<file path="src/rtl/axi_rd_sched_pkg.sv">
// Shared types and helpers for the AXI read-address scheduler.
// Optional feature macro used by this block: AXI_RD_SCHED_PRIO0_EN.
package axi_rd_sched_pkg;

    typedef enum logic {
        IDLE  = 1'b0,
        ISSUE = 1'b1
    } state_t;

    function automatic int clog2(input int n);
        int r;
        int v;
        r = 0;
        v = n - 1;
        while (v > 0) begin
            r++;
            v = v >> 1;
        end
        return r;
    endfunction

    localparam int NUM_REQ_DEF = 4;
    localparam int IDX_W       = clog2(NUM_REQ_DEF);

endpackage

</file>
<file path="src/rtl/axi_rd_sched_arb.sv">
// Combinational round-robin arbiter; search starts at last_grant+1.
// AXI_RD_SCHED_PRIO0_EN: requester 0 always wins, others rotate.
module rr_arbiter
    import axi_rd_sched_pkg::*;
#(
    parameter int N  = 4,
    parameter int IW = clog2(N)
) (
    input  logic [N-1:0]  req,
    input  logic [IW-1:0] last_grant,
    output logic [N-1:0]  grant,
    output logic [IW-1:0] grant_idx,
    output logic          grant_vld
);

`ifdef AXI_RD_SCHED_PRIO0_EN
    localparam bit PRIO0 = 1'b1;
`else
    localparam bit PRIO0 = 1'b0;
`endif

    int            j;
    logic [IW-1:0] jj;

    always_comb begin
        grant     = '0;
        grant_idx = '0;
        grant_vld = 1'b0;
        j         = 0;
        jj        = '0;
        if (PRIO0 && req[0]) begin
            grant[0]  = 1'b1;
            grant_vld = 1'b1;
        end
        for (int k = 1; k <= N; k++) begin
            j  = (int'(last_grant) + k) % N;
            jj = IW'(j);
            if (!grant_vld && req[jj] && !(PRIO0 && jj == '0)) begin
                grant[jj] = 1'b1;
                grant_idx = jj;
                grant_vld = 1'b1;
            end
        end
    end

endmodule

</file>
<file path="src/rtl/axi_rd_sched.sv">
// AXI read-address scheduler: arbitrates requesters onto one AR channel.
// Define AXI_RD_SCHED_PRIO0_EN to give requester 0 strict priority.
module axi_rd_sched
    import axi_rd_sched_pkg::*;
#(
    parameter  int NUM_REQ         = 4,
    parameter  int ADDR_WIDTH      = 28,
    parameter  int LOW_W           = 2,
    parameter  int MAX_OUTSTANDING = 8,
    localparam int ID_W            = clog2(NUM_REQ),
    localparam int OUT_W           = clog2(MAX_OUTSTANDING + 1)
) (
    input  logic                          clk,
    input  logic                          rst,
    input  logic [NUM_REQ-1:0]            req_valid,
    input  logic [NUM_REQ*ADDR_WIDTH-1:0] req_addr,
    input  logic [NUM_REQ*8-1:0]          req_len,
    output logic [NUM_REQ-1:0]            req_ready,
    output logic [ADDR_WIDTH-1:0]         m_araddr,
    output logic [7:0]                    m_arlen,
    output logic [ID_W-1:0]               m_arid,
    output logic                          m_arvalid,
    input  logic                          m_arready,
    input  logic                          m_rvalid,
    input  logic                          m_rready,
    input  logic                          m_rlast,
    output logic                          tag_wr_en,
    output logic [ID_W+LOW_W-1:0]         tag_wr_data,
    input  logic                          tag_almost_full,
    output logic [OUT_W-1:0]              outstanding
);

    state_t                  state_q;
    state_t                  state_d;
    logic [ID_W-1:0]         last_grant_q;
    logic [NUM_REQ-1:0]      arb_grant;
    logic [ID_W-1:0]         arb_idx;
    logic                    arb_vld;
    logic                    can_issue;
    logic                    load;
    logic                    ar_hs;
    logic                    r_done;
    logic [ADDR_WIDTH-1:0]   sel_addr;
    logic [7:0]              sel_len;
    logic [ADDR_WIDTH-1:0]   araddr_q;
    logic [7:0]              arlen_q;
    logic [ID_W-1:0]         arid_q;
    logic [OUT_W-1:0]        out_q;

    rr_arbiter #(
        .N  (NUM_REQ),
        .IW (ID_W)
    ) u_arb (
        .req        (req_valid),
        .last_grant (last_grant_q),
        .grant      (arb_grant),
        .grant_idx  (arb_idx),
        .grant_vld  (arb_vld)
    );

    always_comb begin
        sel_addr = '0;
        sel_len  = '0;
        for (int i = 0; i < NUM_REQ; i++) begin
            sel_addr |= {ADDR_WIDTH{arb_grant[i]}}
                      & req_addr[i*ADDR_WIDTH +: ADDR_WIDTH];
            sel_len  |= {8{arb_grant[i]}} & req_len[i*8 +: 8];
        end
    end

    assign can_issue = arb_vld & ~tag_almost_full
                     & (out_q < OUT_W'(MAX_OUTSTANDING));
    // Reset wins over a coincident handshake so no tag is pushed.
    assign ar_hs  = m_arvalid & m_arready & ~rst;
    assign r_done = m_rvalid & m_rready & m_rlast;

    always_comb begin
        state_d = state_q;
        load    = 1'b0;
        unique case (state_q)
            IDLE: begin
                if (can_issue) begin
                    state_d = ISSUE;
                    load    = 1'b1;
                end
            end
            ISSUE: begin
                if (m_arready) begin
                    state_d = IDLE;
                end
            end
            default: state_d = IDLE;
        endcase
    end

    always_ff @(posedge clk) begin
        if (rst) begin
            state_q      <= IDLE;
            araddr_q     <= '0;
            arlen_q      <= '0;
            arid_q       <= '0;
            last_grant_q <= ID_W'(NUM_REQ - 1);
            out_q        <= '0;
        end else begin
            state_q <= state_d;
            if (load) begin
                araddr_q <= sel_addr;
                arlen_q  <= sel_len;
                arid_q   <= arb_idx;
            end
            if (ar_hs) begin
                last_grant_q <= arid_q;
            end
            if (ar_hs && !r_done && out_q != OUT_W'(MAX_OUTSTANDING)) begin
                out_q <= out_q + OUT_W'(1);
            end else if (r_done && !ar_hs && out_q != '0) begin
                out_q <= out_q - OUT_W'(1);
            end
        end
    end

    assign m_arvalid   = (state_q == ISSUE);
    assign m_araddr    = araddr_q;
    assign m_arlen     = arlen_q;
    assign m_arid      = arid_q;
    assign req_ready   = ar_hs ? (NUM_REQ'(1) << arid_q) : '0;
    assign tag_wr_en   = ar_hs;
    assign tag_wr_data = {arid_q, araddr_q[LOW_W-1:0]};
    assign outstanding = out_q;

endmodule

</file>
<file path="config.mk">
export PLATFORM = sky130hd
export DESIGN_NAME = axi_rd_sched
export DESIGN_NICKNAME = d
export VERILOG_FILES = /design/src/rtl/axi_rd_sched_pkg.sv /design/src/rtl/axi_rd_sched_arb.sv /design/src/rtl/axi_rd_sched.sv
export SDC_FILE = /design/constraint.sdc
export NUM_CORES = 1
export LEC_CHECK = 0
export ABC_AREA = 1
export CORE_MARGIN = 2
export CORE_UTILIZATION = 32
export CTS_CLUSTER_DIAMETER = 120
export DETAILED_ROUTE_END_ITERATION = 6
export PLACE_DENSITY = 0.8
export SLEW_MARGIN = 20
export SYNTH_ARGS = -nofsm -noshare
export SYNTH_HDL_FRONTEND = slang
export SYNTH_HIERARCHICAL = 1
export SYNTH_SLANG_ARGS = --single-unit
</file>
<file path="constraint.sdc">
create_clock -name clk -period 2.2 [get_ports clk]
set_input_delay 0.44 -clock clk [delete_from_list [all_inputs] [get_ports clk]]
set_output_delay 0.44 -clock clk [all_outputs]
set_load 0.01 [all_outputs]
</file>
After elaboration in Yosys (flattened, before gate mapping) --
Index checks and enable logic that the tools add are counted.
Cells by class: add/subtract/negate cells 6, multipliers 0, div/mod/pow operators 0, order comparisons 9, equal/unequal tests 1, shift operators 1, muxes and demuxes 35, bitwise operators 26, reductions and logical operators 18
Operators by type and width (number):
- $and A28 B28 Y28 | 4
- $or A28 B28 Y28 | 3
- $and A8 B8 Y8 | 4
- $mux W4 | 7
- $or A8 B8 Y8 | 3
- $mux W1 | 15
- $lt A2 B3 Y1 const B | 4
- $or A4 B4 Y4 | 3
- $logic_and A1 B1 Y1 | 11
- $bmux W1 S2 | 4
- $demux W1 S2 | 4
- $ge A2 B1 Y1 const B | 4
- $mux W2 | 4
- $and A1 B1 Y1 | 6
- $logic_not A1 Y1 | 5
- $add A2 B1 Y2 const B | 2
- $add A2 B2 Y2 const B | 2
- $add A4 B1 Y4 const B | 1
- $lt A4 B4 Y1 const B | 1
- $ne A4 B4 Y1 const B | 1
- $reduce_bool A4 Y1 | 1
- $shl A1 B2 Y4 const A | 1
- $sub A4 B1 Y4 const B | 1
- $not A1 Y1 | 3
- 2 further kinds | 2
Word-level totals: flip-flop bits (word level) 45, bits in latches 0, bits in writable memories 0, memory bits (read-only) 0, bits of input ports 155, output and inout port bits 52, memories kept 0

Longest topological paths before layout --
Gate-level depths: netlist (run 1).
word-level depth 17, mapped depth 15, depth with buffers taken out 11

By module --
The synthesis (run 1) kept the hierarchy.
Modules (own cells, without submodules):
- axi_rd_sched | instances 1, cells each 314, area an instance 2458.6 µm², sequential area each 900.9 µm²
- rr_arbiter | instances 1, cells each 81, area an instance 535.5 µm², sequential area each 0.0 µm²

Least setup slack after synthesis (run 1) --
No wires, ideal clock.
kind reg-to-reg, start register last_grant_q[0], end register araddr_q[0], in the netlist m_araddr[0], arrival time 2.264 ns, data required time 2.076 ns, slack -0.189 ns, cell stages (with the launch flop) 16, path buffers 4, cell sequence dfxtp_1 -> buf_6 -> inv_8 -> ha_1 -> inv_2 -> nand3_4 -> nand2_4 -> nor2_4 -> buf_6 -> nand3_1 -> nand3_1 -> buf_2 -> buf_2 -> a22o_1 -> a21oi_1 -> a31oi_1
On the way: longest elaborated chain between the ends 17, elaborated cells on any way between the ends 60, those cells by class 4 x add/sub; 8 x order compare; 26 x mux; 12 x bitwise; 10 x reduce/logical
RTL lines:
- start: declaration | line axi_rd_sched.sv:35 | logic [ID_W-1:0] last_grant_q;
- start signal: assignment | line axi_rd_sched.sv:102 | last_grant_q <= ID_W'(NUM_REQ - 1);
- start signal: assignment | line axi_rd_sched.sv:112 | last_grant_q <= arid_q;
- branches (longest 12 deep; another with $lt A2 B3 Y1)
- $mux W4 * | line axi_rd_sched_arb.sv:38 | if (!grant_vld && req[jj] && !(PRIO0 && jj == '0)) begin
- named net arb_grant[0] | line axi_rd_sched.sv:36 | logic [NUM_REQ-1:0] arb_grant;
- $and A28 B28 Y28 * | line axi_rd_sched.sv:66 | & req_addr[i*ADDR_WIDTH +: ADDR_WIDTH];
- $or A28 B28 Y28 * (3 in series) | line axi_rd_sched.sv:65 | sel_addr |= {ADDR_WIDTH{arb_grant[i]}}
- end signal: assignment | line axi_rd_sched.sv:107 | araddr_q <= sel_addr;
- end: declaration | line axi_rd_sched.sv:45 | logic [ADDR_WIDTH-1:0] araddr_q;
Mark *: on every way through the listed nets, which the timed path passes. The select of a mux whose other input is x is not followed. A chain may end at the register's enable or synchronous reset.

Worst setup path in the final report (run 1) --
start input port req_valid[1], end register arlen_q[4], in the netlist m_arlen[4]
On the way: longest elaborated chain between the ends 16, elaborated cells on any way between the ends 36, those cells by class 18 x mux; 12 x bitwise; 6 x reduce/logical
RTL lines:
- start: declaration | line axi_rd_sched.sv:15 | input logic [NUM_REQ-1:0] req_valid,
- $bmux W1 S2 | line axi_rd_sched_arb.sv:38
- $mux W1 (implied by the code) | line axi_rd_sched_arb.sv:38
- $mux W1 | line axi_rd_sched_arb.sv:38
- $logic_not A1 Y1 | line axi_rd_sched_arb.sv:38
- $logic_and A1 B1 Y1 | line axi_rd_sched_arb.sv:38
- $mux W1 | line axi_rd_sched_arb.sv:38
- $logic_not A1 Y1 | line axi_rd_sched_arb.sv:38
- $logic_and A1 B1 Y1 | line axi_rd_sched_arb.sv:38
- $mux W1 | line axi_rd_sched_arb.sv:38
- $logic_not A1 Y1 | line axi_rd_sched_arb.sv:38
- $logic_and A1 B1 Y1 | line axi_rd_sched_arb.sv:38
- $mux W4 * | line axi_rd_sched_arb.sv:38
- named net arb_grant[0] | line axi_rd_sched.sv:36
- $and A8 B8 Y8 * | line axi_rd_sched.sv:67 | sel_len |= {8{arb_grant[i]}} & req_len[i*8 +: 8];
- $or A8 B8 Y8 * (3 in series) | line axi_rd_sched.sv:67
- end signal: assignment | line axi_rd_sched.sv:108 | arlen_q <= sel_len;
- end: declaration | line axi_rd_sched.sv:46 | logic [7:0] arlen_q;
Mark *: on every way through the listed nets, which the timed path passes. The rest lies on a longest branch. The select of a mux whose other input is x is not followed.

==> results of run 1 <==
[worst register-to-register path: stages, from the launching register on]
cell       delay [ps]
dfxtp_4           390
inv_8              30
ha_4              250
inv_4              70
nand3_4           120
nand2_8           120
nor2_4             50
a21oi_2           190
nand3_4           200
clkbuf_16         230
a22o_1            220
a21oi_2           130
a31oi_1            90
[how the worst min path moves through the flow]
stage                                            start                           end  slack, ps
after floorplan           last_grant_q[0]$_SDFFE_PP1P_  last_grant_q[0]$_SDFFE_PP1P_        510
after global placement         m_arlen[5]$_SDFFE_PP0P_       m_arlen[5]$_SDFFE_PP0P_        510
after detailed placement     m_araddr[16]$_SDFFE_PP0P_     m_araddr[16]$_SDFFE_PP0P_        510
after CTS                    m_araddr[16]$_SDFFE_PP0P_     m_araddr[16]$_SDFFE_PP0P_        530
after global routing           m_arlen[5]$_SDFFE_PP0P_       m_arlen[5]$_SDFFE_PP0P_        550
final                          m_arlen[5]$_SDFFE_PP0P_       m_arlen[5]$_SDFFE_PP0P_        530
[cell usage after synthesis (3+ instances only)]
cell,n
o21ai_0,15
nand2_2,4
a31oi_1,36
a21boi_0,4
a22o_1,36
buf_6,6
o21ai_2,3
ha_1,10
clkbuf_1,9
o21ai_1,24
nand4_1,7
nand3_2,3
inv_2,3
buf_4,4
inv_1,10
a21oi_1,52
nand2_4,5
nand3_1,21
buf_2,12
nor2_1,12
dfxtp_1,45
nor2_4,3
nand2_1,60
[cell type report]
class / count / area share, %
Sequential cell: 45 / 15.8
Clock inverter: 2 / 0.676
Timing Repair Buffer: 250 / 44.2
Clock buffer: 6 / 1.26
Multi-Input combinational cell: 303 / 34.4
Tap cell: 111 / 2.42
Inverter: 15 / 1.24
[power groups by stage]
stage	combinational (uW)	sequential [uW]	clock, uW
4_1_cts	1420	994	678
3_3_place_gp	1390	1010	0
2_1_floorplan	646	1050	0
5_1_grt	1730	1010	709
3_5_place_dp	1420	1010	0
6_report	1630	994	661
[logic make-up after synthesis]
logic type,Yosys count
compound gates,171
xor+xnor,1
fa+ha+maj,11
buf+inv,48
flops,45
simple gates,119
[layout by cell type, fill, tap and decap left out, types with 2 or more instances in the layout]
cell type / count
nor3_1: 2
nand3_2: 5
clkinv_4: 2
nand2_4: 4
dlymetal6s2s_1: 3
clkdlybuf4s50_1: 197
buf_6: 4
a21oi_2: 22
nand4_1: 7
a31oi_1: 36
dfxtp_1: 43
nor2_4: 4
a21boi_0: 4
o21ai_2: 3
o21ai_0: 14
nand3_4: 4
inv_2: 4
nor2_1: 12
ha_1: 9
a22o_1: 36
buf_4: 31
buf_12: 5
nand3_1: 17
dlygate4sd2_1: 6
nand2_2: 4
a21oi_1: 30
clkbuf_16: 4
nand2_1: 60
inv_1: 8
clkbuf_8: 5
o21ai_1: 25
[per-layer routing]
metal	global-route usage, %	share of wire (%)	vias to the layer above	wire length (um)
li1	-	-	1890	-
met1	26.2	38	1843	5170
met2	42.0	52	205	6980
met3	5.89	7.5	20	1010
met4	7.59	2.1	0	289
met5	0	0	-	0
[per-stage QoR]
stage / hold slack, ps / std cells / setup TNS (ps) / setup slack (ps) / instance area [um^2]
3_5_place_dp: 513 / 714 / -9590 / -269 / 5330
3_3_place_gp: 508 / 714 / -4870 / -202 / 5330
2_1_floorplan: 507 / 395 / -154 / -5.14 / 3010
5_1_grt: 551 / 732 / -1500 / -79.3 / 5740
4_1_cts: 529 / 722 / 0 / 20.2 / 5450
6_report: 526 / 732 / -2.17 / -2.17 / 5740
[what timing repair did]
item                                    4_1_cts  5_1_grt
gates resized for setup                       7       39
cloned                                        0        7
pin swaps                                     0        9
endpoints found under the setup margin        5       37
setup buffers                                 0        3
[flip-flops by register name, indices dropped and copies added (netlist names)]
signal,cells
outstanding,4
last_grant_q,2
m_arvalid,1
m_araddr,28
m_arid,2
m_arlen,8
==> results.md, run 1 <==
* Status: finished, violations left
* Failing checks: negative setup slack
* # DRC at 0
* Crit path capture type: register
* Total Wirelength at between 10000 and 15000 um
* RR Startpoint: last_grant_q[0]$_SDFFE_PP1P_
* Multi-input logic area at 1970 um^2
* PwrDens at between 500 and 600 nW/um^2
* Worst Setup Start Kind: input pin
* Row cnt at 35
* Chip height at 101 um
* Vias/cell at 5.41
* # setup viols final at 1
* CTS tree: done
* Xor and xnor area share after synthesis at less than 1%
* Die Footprint at a little over 10000 um^2
* Io pins at 207
* Post-Synth Adder-Cell Area at under 10%
* # nets final at 786
* Cells after synthesis at 395
* Gr usage total at a little under a quarter
* Crit path time final at about 2200 ps
* Max clock buf depth at 2
* Synth top area share at 30.1%
* First-pass GRT wire length at about 19000 um
* Port Buffers at 206
* Clock power share at 20.1%
* Initial antenna violation count at 0
* Worst slew pin tran at about 460 ps
* Unrepaired setup endpoints after global routing: yes
* Syn nets at 561
* Max stage delay on crit path at 470 ps
* Internal Power at 2150 uW
* Max Fclk at roughly 450 MHz
* Post-synth ARST share at 0%
* Part of the cycle the worst path needs at 100%
* Worst Hold Class: reg2reg
* CTS buffer count at 5
* Post-route ant nets at 0
* PnR worst setup slack at -2.17 ps
* Yosys warnings at 6
* Clk root buf: clkbuf_8
* Seq/Total Area, Yosys at 30.1%
* Critical path class: in2reg
* Critical-path cell list: clkdlybuf4s50_1, inv_1, nand2_4, nand3_4, nand2_8, nor2_4, a21oi_2, nand3_4, clkbuf_16, a22o_1, a21oi_2, a31oi_1
* Clk sinks at 45
* Crit path max fanout at 6
* P&R area growth vs syn at 91.7%
* Antenna diodes at 0
* Multiplexer share of the synthesized area at 0%
* Via count of the first global-routing pass at 3835
* Net Sw Frac at 34.5%
* Largest net degree at the start of global routing at 44
* Sequential share of power at a little under a third
* Yosys reg bits at 45
* Reg area at 906 um^2
* CTS Hold Bufs at 0
* Arr. time, crit path at 2400 ps
* Post-detail-place hpwl at a little over 9000 um
* Initial Util at 32.7%
* Slew Limit Fails at 0
* Post-synthesis simple-gate area fraction at between 20% and 30%
* Mapped cell area at roughly 3000 um^2
* Iteration-0 DRC Markers at 126
* Maximum vdd drop at 300 uV
* Clk slew on worst S/H paths at 100 ps
* FILL cells at 741
* GR Overflow Total at 0
* Compound-Gate Fraction of Synth Area at 35.4%
* Drt pass-1 iters at 4
* Final core utilization at 62.7%
* Library cells used by synthesis at 31
* RePlAce Congestion at around 0.91
* Pleak at 0.00226 uW
* Switching power at 1130 uW
* Maxcap violations at 0
* Die width at 101 um
* Worst Hold Depth at 2
* Syn Area/Cell at between 7 and 8 um^2
* R2R depth at 12
* Family with the most delay on the worst path: buffers and inverters
* Final Power at roughly 3300 uW
* Layout cells sized above 1 at roughly 17%
* Fin. Hold Viols at 0
* Clock latency on the worst-skew pair at 300 ps
* Combinational family with the most area after synthesis: compound AO/OA/AOI/OAI gates
* Post-synth EDFFs at 0
* Worst path slowest cell: clkdlybuf4s50_1
* Max-slew headroom at 69.2%
* Worst path bufs/invs at 3
* Post-synth top flop: dfxtp_1
* Cell accounting for the most synthesized area: dfxtp_1
* Required time worst endpoint at around 2400 ps
* Via count at 3958
* Critical path startpoint: req_valid[1]
* R2R setup slack at about 10 ps
* H-Tree Depth at 2
* Core area at 9150 um^2
* Worst r2r dst: m_arlen[4]$_SDFFE_PP0P_
* Comb pwr share at roughly half
* Crit. path cell count at 12
* Synth top area cells: dfxtp_1, a22o_1, a21oi_1
* Wire per inst at 18.4 um
* Worst setup path end: m_arlen[4]$_SDFFE_PP0P_
* Setup Skew at 11.0 ps
Power figures use the tool's default switching activity.
==> run 2, diff against run 1 <==
TNS_END_PERCENT = 10   (was default)
==> results.md, run 2 (same netlist as run 1, synthesis figures left out) <==
* Worst Hold Depth at 2 (unchanged)
* Commonest non-fill, non-tap cell in the layout: clkdlybuf4s50_1
* Layout cells sized above 1 at 17.6% (+0.16 points)
* Design area at 5740 um^2 (about the same)
* Worst r2r dst: m_araddr[24]$_SDFFE_PP0P_
* Iteration-0 DRC Markers at 106 (-16%)
* # setup viols final at 1 (unchanged)
* Worst slew pin tran at 464 ps (+2.50 ps)
* Crit path max fanout at 6 (unchanged)
* Initial Util at 32.7% (unchanged)
* GR Overflow Total at 0 (unchanged)
* CTS tree: done
* Arr. time, crit path at 2400 ps (about the same)
* PnR worst setup slack at -3.24 ps (-1.07 ps)
* Pre-CTS setup slack at -269 ps (unchanged)
* Die Footprint at 10100 um^2 (unchanged)
* Maximum vdd drop at 301 uV (+0.24%)
* Gr usage total at 23.1% (unchanged)
* Pleak at 0.00226 uW (-0.11%)
* Wire per inst at 18.5 um (+0.42%)
* Total Wirelength at 13500 um (+0.42%)
* Max-slew headroom at 69.1% (-0.17 points)
* Status: finished, violations left
* Setup Skew at 8.43 ps (-2.59 ps)
* Max clock buf depth at 2 (unchanged)
* R2R setup slack at 10 ps (about the same)
* Crit path capture type: register
* Clk root buf: clkbuf_8
* Worst Hold Class: reg2reg
* Largest net degree at the start of global routing at 44 (unchanged)
* Critical path startpoint: req_valid[1]
* Critical-path cell list: clkdlybuf4s50_1, inv_1, nand2_1, nand3_1, nand2_2, nor2_4, nand4_1, nand3_4, clkbuf_16, a22o_1, a21oi_2, a31oi_1
* Clk sinks at 45 (unchanged)
* Min-delay src: m_arlen[5]$_SDFFE_PP0P_
* Worst Setup Start Kind: input pin
* Worst path bufs/invs at 3 (unchanged)
* H-Tree Depth at 2 (unchanged)
* Port Buffers at 206 (unchanged)
* Via count at 3953 (-0.13%)
* Max stage delay on crit path at 470 ps (about the same)
* Core area at 9150 um^2 (unchanged)
* RePlAce Congestion at 0.909 (unchanged)
* RR Startpoint: last_grant_q[0]$_SDFFE_PP1P_
* Vias/cell at 5.40 (-0.13%)
* First-pass GRT wire length at 18600 um (unchanged)
* Required time worst endpoint at 2400 ps (about the same)
* Failing checks: negative setup slack
* Worst path slowest cell: clkdlybuf4s50_1
* Slew Limit Fails at 0 (unchanged)
* Row cnt at 35 (unchanged)
* Max reg flops at 28 (unchanged)
* Clock latency on the worst-skew pair at 300 ps (about the same)
* Fin. Hold Viols at 0 (unchanged)
* Worst Hold Endpoint: m_arlen[5]$_SDFFE_PP0P_
* Max Fclk at 454 MHz (about the same)
* Chip height at 101 um (unchanged)
* Antenna diodes at 0 (unchanged)
* # DRC at 0 (unchanged)
* P&R area growth vs syn at 91.7% (about the same)
* FILL cells at 742 (+0.13%)
* Maxcap violations at 0 (unchanged)
* Initial antenna violation count at 0 (unchanged)
* Family with the most delay on the worst path: buffers and inverters
* Io pins at 207 (unchanged)
* Post-route ant nets at 0 (unchanged)
* # nets final at 786 (unchanged)
* Placed Area at 5330 um^2 (unchanged)
* Crit path time final at 2200 ps (+1.07 ps)
* Clk slew on worst S/H paths at 100 ps (about the same)
* Post-detail-place hpwl at 9280 um (unchanged)
* Unrepaired setup endpoints after global routing: yes
* Via count of the first global-routing pass at 3835 (unchanged)
* Most frequent cells in the layout: clkdlybuf4s50_1, nand2_1, dfxtp_1, a22o_1, a31oi_1
* CTS buffer count at 5 (unchanged)
* PwrDens at 571 nW/um^2 (about the same)
* Die width at 101 um (unchanged)
* Drt pass-1 iters at 4 (unchanged)
* Critical path class: in2reg
* Part of the cycle the worst path needs at 100% (about the same)
* R2R depth at 11 (-1)
## run 2: power breakdown
part	switching, uW	internal (uW)	total [uW]
Combinational	739	888	1630
Sequential	74.6	920	995
Clock	316	342	658
Total	1130	2150	3280
## run 2: tightest hold or removal path, stage by stage (launching register included)
cell	delay [ps]
dfxtp_1	320
o21ai_1	120
a31oi_1	50
## run 2: timing repair
item,4_1_cts,5_1_grt
endpoints found under the setup margin,5,37
gates cloned,0,7
gates resized for setup,7,39
hold buffers,0,0
setup buffers,0,3
pin swaps,0,9
## run 2: worst max-delay path by stage
stage,end,depth (start not counted)
floorplan,m_araddr[0]$_SDFFE_PP0P_,15
global route,m_araddr[7]$_SDFFE_PP0P_,11
global placement,m_arlen[4]$_SDFFE_PP0P_,12
CTS,m_araddr[12]$_SDFFE_PP0P_,12
detailed placement,m_araddr[12]$_SDFFE_PP0P_,12
finish,m_arlen[4]$_SDFFE_PP0P_,12
## run 2: area by class of cell
class | instances | area (um^2) | share of cell area (%)
Clock buffer | 6 | 72.6 | 1.26
Clock inverter | 2 | 38.8 | 0.676
Inverter | 15 | 71.3 | 1.24
Multi-Input combinational cell | 303 | 1970 | 34.4
Sequential cell | 45 | 906 | 15.8
Tap cell | 111 | 139 | 2.42
Timing Repair Buffer | 250 | 2540 | 44.2
## run 2: metrics by stage
step | util (%) | power (uW) | hold slack, ps | std cells | setup TNS [ps]
finish | 62.7 | 3280 | 527 | 732 | -3.24
global route | 62.7 | 3450 | 551 | 732 | -1420
CTS | 59.5 | 3100 | 529 | 722 | 0
detailed placement | 58.3 | 2430 | 513 | 714 | -9590
global placement | 58.3 | 2390 | 508 | 714 | -4870
floorplan | - | 1690 | 507 | 395 | -154
## run 2: routing by layer
layer | global-route usage (%) | vias up | share of wire (%)
met5 | 0 | - | 0
met4 | 7.59 | 0 | 2.2
met3 | 5.89 | 20 | 7.0
met2 | 42.0 | 190 | 52
met1 | 26.2 | 1853 | 39
li1 | - | 1890 | -
